<file path="src/rtl/nes_pad_pkg.sv">
// Shared types and constants for the serial game-pad emulation bank.
package nes_pad_pkg;

  // Per-port read state; reset parks a port in SHIFT with an exhausted count.
  typedef enum logic [1:0] {
    LOAD  = 2'd0,
    SHIFT = 2'd1,
    EMPTY = 2'd2
  } pad_state_t;

  // Bit positions within one pad word (bit 0 leaves the pad first).
  localparam int unsigned BTN_A    = 0;
  localparam int unsigned BTN_B    = 1;
  localparam int unsigned BTN_SEL  = 2;
  localparam int unsigned BTN_STRT = 3;
  localparam int unsigned BTN_UP   = 4;
  localparam int unsigned BTN_DN   = 5;
  localparam int unsigned BTN_L    = 6;
  localparam int unsigned BTN_R    = 7;

  // Counter width able to hold 0..buttons inclusive.
  function automatic int unsigned count_width(input int unsigned buttons);
    return $clog2(buttons + 1);
  endfunction

endpackage

</file>
<file path="src/rtl/nes_pad_bank_if.sv">
// Console-facing pad bus: shared latch, per-port read clocks and the returned serial data.
interface nes_pad_bank_if #(
  parameter int unsigned PADS = 2
);
  logic            pad_latch;
  logic [PADS-1:0] pad_clk;
  logic [PADS-1:0] pad_data;
  logic [PADS-1:0] read_done;
  logic [PADS-1:0] overread;

  // Console side drives the strobes and reads the data back.
  modport master (
    output pad_latch,
    output pad_clk,
    input  pad_data,
    input  read_done,
    input  overread
  );

  // Pad bank side.
  modport slave (
    input  pad_latch,
    input  pad_clk,
    output pad_data,
    output read_done,
    output overread
  );
endinterface

</file>
<file path="src/rtl/nes_pad_channel.sv">
// One pad port: read-clock synchroniser, LOAD/SHIFT/EMPTY control, shift register and counter.
module nes_pad_channel
  import nes_pad_pkg::*;
#(
  parameter int unsigned BUTTONS     = 8,
  parameter int unsigned SYNC_STAGES = 2,
  parameter bit          ACTIVE_LOW  = 1'b1,
  parameter bit          FILL        = 1'b1
) (
  input  logic               clk,
  input  logic               reset,
  input  logic               en,
  input  logic [BUTTONS-1:0] btn,
  input  logic               latch_rise,
  input  logic               latch_fall,
  input  logic               pad_clk,
  output logic               pad_data,
  output logic               read_done,
  output logic               overread
);

  localparam int unsigned    CW         = count_width(BUTTONS);
  localparam logic [CW-1:0]  COUNT_FULL = CW'(BUTTONS);
  localparam logic [CW-1:0]  COUNT_LAST = CW'(BUTTONS - 1);

  logic [SYNC_STAGES-1:0] clk_sync;
  logic                   clk_prev;
  logic                   clk_rise;

  pad_state_t             state, state_nxt;
  logic [BUTTONS-1:0]     shreg, shreg_nxt, shifted;
  logic [CW-1:0]          count, count_nxt;
  logic                   done, done_nxt;
  logic                   overread_nxt;
  logic                   out_bit;

  // Read-clock synchroniser and edge flop run even when disabled, so edges seen then are lost.
  always_ff @(posedge clk or negedge reset) begin
    if (!reset) begin
      clk_sync <= '0;
      clk_prev <= 1'b0;
    end else begin
      clk_sync <= {clk_sync[SYNC_STAGES-2:0], pad_clk};
      clk_prev <= clk_sync[SYNC_STAGES-1];
    end
  end

  assign clk_rise = clk_sync[SYNC_STAGES-1] & ~clk_prev;

  // Shift right towards bit 0 with the fill value entering at the top.
  always_comb begin
    shifted              = shreg >> 1;
    shifted[BUTTONS-1]   = FILL;
  end

  // Next-state logic; a latch rise takes priority over any simultaneous read clock.
  always_comb begin
    state_nxt    = state;
    shreg_nxt    = shreg;
    count_nxt    = count;
    done_nxt     = 1'b0;
    overread_nxt = overread;
    if (latch_rise) begin
      state_nxt    = LOAD;
      shreg_nxt    = btn;
      count_nxt    = '0;
      overread_nxt = 1'b0;
    end else begin
      case (state)
        LOAD: begin
          // Transparent while latched; the last loaded word is the snapshot.
          shreg_nxt = btn;
          count_nxt = '0;
          if (latch_fall) state_nxt = SHIFT;
        end
        SHIFT: begin
          if (clk_rise) begin
            if (count >= COUNT_FULL) begin
              // Out-of-reset port has nothing left to give.
              state_nxt    = EMPTY;
              overread_nxt = 1'b1;
            end else begin
              shreg_nxt = shifted;
              count_nxt = count + CW'(1);
              if (count == COUNT_LAST) begin
                state_nxt = EMPTY;
                done_nxt  = 1'b1;
              end
            end
          end
        end
        EMPTY: begin
          if (clk_rise) overread_nxt = 1'b1;
        end
        default: state_nxt = SHIFT;
      endcase
    end
  end

  assign out_bit = (state == EMPTY) ? FILL : shreg[BTN_A];

  // State, counter and registered pin outputs; everything holds while disabled.
  always_ff @(posedge clk or negedge reset) begin
    if (!reset) begin
      state     <= SHIFT;
      shreg     <= {BUTTONS{FILL}};
      count     <= COUNT_FULL;
      done      <= 1'b0;
      overread  <= 1'b0;
      pad_data  <= FILL ^ ACTIVE_LOW;
      read_done <= 1'b0;
    end else if (en) begin
      state     <= state_nxt;
      shreg     <= shreg_nxt;
      count     <= count_nxt;
      done      <= done_nxt;
      overread  <= overread_nxt;
      pad_data  <= out_bit ^ ACTIVE_LOW;
      read_done <= done;
    end
  end

endmodule

</file>
<file path="src/rtl/nes_pad_bank.sv">
// Bank of PADS serial game-pad ports sharing one console latch.
module nes_pad_bank
  import nes_pad_pkg::*;
#(
  parameter int unsigned BUTTONS     = 8,
  parameter int unsigned PADS        = 2,
  parameter int unsigned SYNC_STAGES = 2,
  parameter bit          ACTIVE_LOW  = 1'b1,
  parameter bit          FILL        = 1'b1
) (
  input  logic                    clk,
  input  logic                    reset,
  input  logic                    en,
  input  logic [PADS*BUTTONS-1:0] btn,
  nes_pad_bank_if.slave           bus
);

  logic [SYNC_STAGES-1:0] latch_sync;
  logic                   latch_prev;
  logic                   latch_rise;
  logic                   latch_fall;
  logic [PADS-1:0]        pad_data;
  logic [PADS-1:0]        read_done;
  logic [PADS-1:0]        overread;

  // Shared latch synchroniser and edge flop; free-running so edges while disabled are dropped.
  always_ff @(posedge clk or negedge reset) begin
    if (!reset) begin
      latch_sync <= '0;
      latch_prev <= 1'b0;
    end else begin
      latch_sync <= {latch_sync[SYNC_STAGES-2:0], bus.pad_latch};
      latch_prev <= latch_sync[SYNC_STAGES-1];
    end
  end

  assign latch_rise = latch_sync[SYNC_STAGES-1] & ~latch_prev;
  assign latch_fall = ~latch_sync[SYNC_STAGES-1] & latch_prev;

  for (genvar p = 0; p < PADS; p++) begin : g_chan
    nes_pad_channel #(
      .BUTTONS     (BUTTONS),
      .SYNC_STAGES (SYNC_STAGES),
      .ACTIVE_LOW  (ACTIVE_LOW),
      .FILL        (FILL)
    ) u_chan (
      .clk        (clk),
      .reset      (reset),
      .en         (en),
      .btn        (btn[p*BUTTONS +: BUTTONS]),
      .latch_rise (latch_rise),
      .latch_fall (latch_fall),
      .pad_clk    (bus.pad_clk[p]),
      .pad_data   (pad_data[p]),
      .read_done  (read_done[p]),
      .overread   (overread[p])
    );
  end

  assign bus.pad_data  = pad_data;
  assign bus.read_done = read_done;
  assign bus.overread  = overread;

endmodule

</file>
<file path="src/flat_wrapper.sv">
// flat-port wrapper written by rule: the top's interface ports become plain ports
module nes_pad_bank_flat import nes_pad_pkg::*;
#(
  parameter int unsigned BUTTONS     = 8,
  parameter int unsigned PADS        = 2,
  parameter int unsigned SYNC_STAGES = 2,
  parameter bit          ACTIVE_LOW  = 1'b1,
  parameter bit          FILL        = 1'b1
)
  (clk, reset, en, btn, bus_pad_latch, bus_pad_clk, bus_pad_data, bus_read_done, bus_overread);
  nes_pad_bank_if #(.PADS(PADS)) bus_i ();
  input  logic clk;
  input  logic reset;
  input  logic en;
  input  logic [PADS*BUTTONS-1:0] btn;
  input wire logic [$bits(bus_i.pad_latch)-1:0] bus_pad_latch;
  input wire logic [$bits(bus_i.pad_clk)-1:0] bus_pad_clk;
  output wire logic [$bits(bus_i.pad_data)-1:0] bus_pad_data;
  output wire logic [$bits(bus_i.read_done)-1:0] bus_read_done;
  output wire logic [$bits(bus_i.overread)-1:0] bus_overread;
  assign bus_i.pad_latch = bus_pad_latch;
  assign bus_i.pad_clk = bus_pad_clk;
  assign bus_pad_data = bus_i.pad_data;
  assign bus_read_done = bus_i.read_done;
  assign bus_overread = bus_i.overread;
  nes_pad_bank #(.BUTTONS(BUTTONS), .PADS(PADS), .SYNC_STAGES(SYNC_STAGES), .ACTIVE_LOW(ACTIVE_LOW), .FILL(FILL)) u_core (.clk(clk), .reset(reset), .en(en), .btn(btn), .bus(bus_i));
endmodule
</file>
<file path="config.mk">
export PLATFORM = sky130hd
export DESIGN_NAME = nes_pad_bank_flat
export DESIGN_NICKNAME = d
export VERILOG_FILES = /design/src/rtl/nes_pad_pkg.sv /design/src/rtl/nes_pad_bank_if.sv /design/src/rtl/nes_pad_channel.sv /design/src/rtl/nes_pad_bank.sv /design/src/flat_wrapper.sv
export SDC_FILE = /design/constraint.sdc
export NUM_CORES = 1
export LEC_CHECK = 0
export ABC_AREA = 1
export CAP_MARGIN = 20
export CORE_MARGIN = 8
export CORE_UTILIZATION = 24
export DETAILED_ROUTE_END_ITERATION = 8
export GPL_TIMING_DRIVEN = 0
export PLACE_DENSITY = 0.47
export SYNTH_ARGS = -nofsm -noshare
export SYNTH_HDL_FRONTEND = slang
export SYNTH_SLANG_ARGS = --single-unit
</file>
<file path="constraint.sdc">
create_clock -name clk -period 3.25 [get_ports clk]
set_clock_uncertainty 0.2 [all_clocks]
set_input_delay 0.4875 -clock clk [delete_from_list [all_inputs] [get_ports clk]]
set_output_delay 0.4875 -clock clk [all_outputs]
set_load 0.02 [all_outputs]
</file>
; After elaboration in Yosys (flattened, before gate mapping)
; Index checks and enable logic that the tools add are counted.
[op_classes]
n_addsub = 2
n_lt_le_gt_ge = 2
eq_ne = 20
mux = 49
bitwise = 10
reduce_logical = 12
[ops]
columns = operator, count
row1 = 8-bit two-way mux, 6
row2 = 8-bit one-hot mux with 2 select lines, 2
row3 = 3-bit inequality test (second input constant), 10
row4 = 4-bit two-way mux, 6
row5 = 1-bit two-way mux, 20
row6 = 5-bit AND reduction, 4
row7 = 2-bit two-way mux, 9
row8 = 4-bit one-hot mux with 2 select lines, 2
row9 = 2-bit one-hot mux with 3 select lines, 2
row10 = 3-bit nonzero test, 4
row11 = 4-bit by 1-bit adder with 4-bit output (second input constant), 2
row12 = 4-bit by 3-bit == test with 1-bit output (second input constant), 2
row13 = 4-bit greater-or-equal comparator (second input constant), 2
row14 = 4-bit inequality test (second input constant), 2
row15 = 4-bit AND reduction, 2
row16 = 1-bit inverter, 6
row17 = 1-bit AND, 4
row18 = 2-bit by 1-bit == test with 1-bit output (second input constant), 2
row19 = 2-bit == test (second input constant), 2
row20 = 2-bit logical NOT, 2
row21 = 2-bit inequality test (second input constant), 2
row22 = 1-bit one-hot mux with 2 select lines, 2
[totals]
ff_bits = 45
inputBits = 22
elab_cells = 115

; Depth between registers and ports, before layout
[logic_depth]
word_depth = 6
ltp_mapped = 11
ltp_nobuf = 9

; By module
; Synthesis repeated with hierarchy kept, for this count alone.
[unflattened]
cells_unflattened = 289
area_unflattened_um2 = 2307.2
[by_module_without_submodules]
columns = module, n_inst, cells_per_inst, area_per_inst_um2, seq_area_each_um2
row1 = nes_pad_channel at u_core.g_chan[1].u_chan, 1, 141, 1118.6, 538.0
row2 = nes_pad_channel at u_core.g_chan[0].u_chan, 1, 141, 1098.6, 538.0
row3 = nes_pad_bank, 1, 7, 90.1, 75.1

; Worst setup path after synthesis
; No wires, ideal clock.
[synth_path]
kind = reg-to-reg
startpoint = register u_core.g_chan[1].u_chan.state[0]
endpoint = register u_core.g_chan[1].u_chan.shreg[7]
setup_ns = 0.081
arrival_time_ns = 1.434
setup_slack_ns = 1.534
stages_incl_launch_ff = 10
path_buffers = 1
path_cell_list = dfstp_2 -> ha_1 -> inv_1 -> nor2_2 -> nand2_1 -> nand2_1 -> nor2_4 -> buf_12 -> nor2_4 -> nor2_2
[synth_via]
elab_chain_len = 3
elab_cells_between_ends = 8
classes_between = 3 x eq/ne / 2 x mux / 3 x reduce/logical
[synth_rtl]
columns = element, line_no
row1 = "start, declared", nes_pad_channel.sv:30  ; pad_state_t state, state_nxt;
row2 = "start signal, assigned", nes_pad_channel.sv:113  ; state <= state_nxt;
row3 = 2-bit by 1-bit == test with 1-bit output / 2-bit logical NOT (equally long branches), nes_pad_channel.sv:69  ; case (state)
row4 = "3-bit inequality test (no source line), or another cell as far along", -
row5 = 4-bit AND reduction (no source line) / 8-bit two-way mux (equally long branches), -
row6 = "end signal, assigned", nes_pad_channel.sv:106  ; shreg <= {BUTTONS{FILL}};
row7 = "end signal, assigned", nes_pad_channel.sv:114  ; shreg <= shreg_nxt;
row8 = "end, declared", nes_pad_channel.sv:31  ; logic [BUTTONS-1:0] shreg, shreg_nxt, shifted;
; Several ways; a longest one is shown, not always the timed one.
; A chain may end at the register's enable or synchronous reset.

; Worst setup path after layout
[layout_path]
startpoint = register u_core.g_chan[0].u_chan.overread
endpoint = output port bus_overread[0]
[layout_rtl]
columns = element, line_no
row1 = "start, declared", nes_pad_channel.sv:19  ; output logic overread
row2 = "start signal, assigned", nes_pad_channel.sv:117  ; overread <= overread_nxt;
row3 = "end, declared", flat_wrapper.sv:20  ; output wire logic [$bits(bus_i.overread)-1:0] bus_overread;
; No word-level cell between the ends.

==> results.json <==
{
  "seqCellArea_um2": 1151,
  "startpoint_type": "register",
  "path_cells": "buf_4, clkdlybuf4s50_1",
  "drive_gt1_share_pct": 22.46,
  "gr-usage-all-layers_pct": 8.318,
  "startpoint": "u_core.g_chan[0].u_chan.overread",
  "place_hpwl_mm": 3.705,
  "r2r_slack_ns": 1.33,
  "synth_cells": 288,
  "hold_viol": 0,
  "status": "finished, final reports clean",
  "cts_tree": "yes",
  "cts.sinks": 45,
  "synth_xor_area_share_pct": 0,
  "yosysTopAreaCell": "dfrtp_1",
  "period_minus_slack_ns": 2.048,
  "vias": 1885,
  "crit_end": "bus_overread[0]",
  "worst-path-buf-inv": 2,
  "cts_resized": 0,
  "clockBufferDepth": 2,
  "antenna_cells": 0,
  "setup_tns_ns": 0,
  "row_count": 36,
  "synth_compound_gate_area_share_pct": 8.680,
  "setup_violations": 0,
  "h-tree-depth": 2,
  "drtAntennaViolNets": 0,
  "synth_ff_type": "dfrtp_1",
  "synth-adder-area-share_pct": 4.622,
  "grt_pass1_vias": 1955,
  "viasPerCell": 4.116,
  "slowest_delay_ns": 0.59,
  "end_kind": "output pin",
  "ys_ff_latch": 45,
  "tightest_slew_ns": 0.4606,
  "ioPinCount": 28,
  "dieWidth_um": 116.8,
  "final-max-slew-violation-count": 0,
  "first_iter_violations": 88,
  "detail_route.wl_per_cell_um": 11.24,
  "ir_worst_vdd_mv": 0.2100,
  "syn_area_um2": 2436,
  "fin_nets": 355,
  "path_depth": 2,
  "grt_setup_unrepaired": "false",
  "clk_latency_ns": 0.30,
  "synth-simple-area-share_pct": 30.35,
  "max_cap_violations": 0,
  "yosys_warnings": 0,
  "place.gp.congestion": 0.7982,
  "grt_antenna_before_repair": 0,
  "ys_types": 28,
  "reg2reg_to": "u_core.g_chan[1].u_chan.count[0]",
  "synth.most_common_cell": "nand2_1",
  "fillers": 1079,
  "core_area_um2": 9819,
  "max_freq_mhz": 488.2,
  "timing.final.crit_share_pct": 63.03,
  "die_area_um2": 13630,
  "syn_to_final_growth_pct": 23.88,
  "maxSlewHeadroom_pct": 69.29,
  "hp-start": "u_core.g_chan[1].u_chan.clk_sync[0]",
  "synth_top_family_by_area": "simple AND/OR/NAND/NOR gates",
  "crit_family": "buffers and inverters",
  "power_w": 0.002244,
  "cts_made_buffers": 5,
  "cts_setup_buffers": 0,
  "power-per-cell-area_nw_per_um2": 743.7,
  "syn_area_per_cell_um2": 8.459,
  "synth_top_area_share_pct": 25.68,
  "hold_path.class": "register to register",
  "wl_mm": 5.147,
  "grt_pass1_wl_mm": 9.032,
  "reg2reg_from": "u_core.g_chan[1].u_chan.state[0]",
  "multi_input_area_um2": 1064,
  "io_buffers": 27,
  "grt_max_degree": 29,
  "cts_root_buf": "clkbuf_8",
  "clk_pin_slew_worst_paths_ns": 0.09,
  "synthArstFlopShare_pct": 100.0,
  "path_class": "register to output pin",
  "drtPass1Iterations": 4,
  "netlist_top_cells_area": "dfrtp_1, dfstp_2, nand2_1, ha_1, inv_1",
  "crit_fanout": 2,
  "drcViolationCount": 0,
  "synth_edf_count": 0,
  "synth_common_cells": "nand2_1, inv_1, dfrtp_1",
  "start_util_pct": 24.81,
  "required_ns": 2.56,
  "ff2ff_path_depth": 7,
  "grt.overflow.total": 0,
  "arrival_ns": 1.36,
  "critPathSlowestCell": "clkdlybuf4s50_1",
  "p_leak_nw": 1.418,
  "synthMuxAreaShare_pct": 0,
  "yosysSeqAreaShare_pct": 47.25,
  "synth_nets": 319,
  "die_y_um": 116.8
}
-- metrics by stage --
step                hold slack [ns]  instance area [µm²]  util, %  cells  worst slack [ns]
floorplan                 -0.008091                 2436        -    288             1.534
global placement             0.1352                 2873    29.26    448           0.09274
detailed placement           0.1347                 2888    29.41    449             1.071
CTS                          0.1584                 3018    30.73    458             1.171
global route                 0.1755                 3018    30.73    458             1.140
finish                       0.1548                 3018    30.73    458             1.202
-- where the power goes --
group | total (W) | switching, W | leakage, nW | internal (W)
logic | 0.000883 | 0.000526 | 0.835 | 0.000356
clock network | 0.000462 | 0.000211 | 0.0574 | 0.000251
registers | 0.000900 | 0.000107 | 0.526 | 0.000793
-- worst min-delay path by stage --
stage                                     endpoint  cells after the start
4_1_cts                       u_core.latch_sync[1]                      0
3_5_place_dp                  u_core.latch_sync[1]                      0
6_report       u_core.g_chan[1].u_chan.clk_sync[1]                      0
5_1_grt        u_core.g_chan[1].u_chan.clk_sync[1]                      0
2_1_floorplan     u_core.g_chan[0].u_chan.clk_prev                      0
3_3_place_gp   u_core.g_chan[0].u_chan.clk_sync[1]                      0
-- cells in the final DEF, fill, tap and decap left out, types with 2 or more instances in the layout --
master | netlist | routed
nor2_4 | 4 | 4
o21ai_2 | 10 | 10
dfstp_2 | 20 | 20
clkdlybuf4s50_1 | 0 | 26
nand3_1 | 14 | 14
inv_1 | 28 | 28
ha_1 | 9 | 9
buf_2 | 2 | 3
nand2_2 | 3 | 3
nor2_1 | 11 | 11
inv_2 | 3 | 3
dfrtp_1 | 25 | 25
clkbuf_8 | 0 | 6
nand2_4 | 3 | 3
buf_12 | 1 | 2
nor2_2 | 2 | 2
o31ai_1 | 4 | 4
buf_6 | 2 | 2
buf_4 | 7 | 7
a21oi_1 | 3 | 3
nand4_1 | 8 | 8
nand2_1 | 109 | 109
or2_2 | 3 | 3
o21ai_0 | 11 | 11
-- logic make-up (layout without fill, tap and decap cells) --
kind of cell,after synthesis,in the layout
compound gates,30,30
fa+ha+maj,9,9
buf+inv,43,80
flops,45,45
simple gates,161,161
-- layout make-up --
class                      instances  area share (%)
tap                              133           5.514
clock inverter                     2           1.244
inverter                          31           3.856
multi-input combinational        200           35.24
buffer                            12           3.483
sequential                        45           38.14
clock buffer                       6           2.736
timing repair buffer              29           9.784
-- per-layer routing --
layer  GRT usage [%]  share of wire [%]  vias to the layer above
met1           10.57                 49                      870
met5               0                  0                        -
met2           13.48                 45                       32
met3           1.810                4.5                        6
li1                -                  -                      977
met4           3.157                1.6                        0
-- registers in the layout, summed over array words and instances (netlist names) --
register	count
u_core.g_chan.u_chan.clk_prev	2
u_core.g_chan.u_chan.clk_sync	4
u_core.g_chan.u_chan.pad_data	2
u_core.g_chan.u_chan.shreg	16
u_core.latch_sync	2
u_core.g_chan.u_chan.overread	2
u_core.g_chan.u_chan.done	2
u_core.latch_prev	1
u_core.g_chan.u_chan.read_done	2
u_core.g_chan.u_chan.state	4
u_core.g_chan.u_chan.count	8
-- repair_timing --
item	in CTS	in global routing
hold buffers	1	0
setup endpoints to repair	0	0
hold endpoints to repair	8	0
No activity file was read; power rests on OpenSTA's default activity.
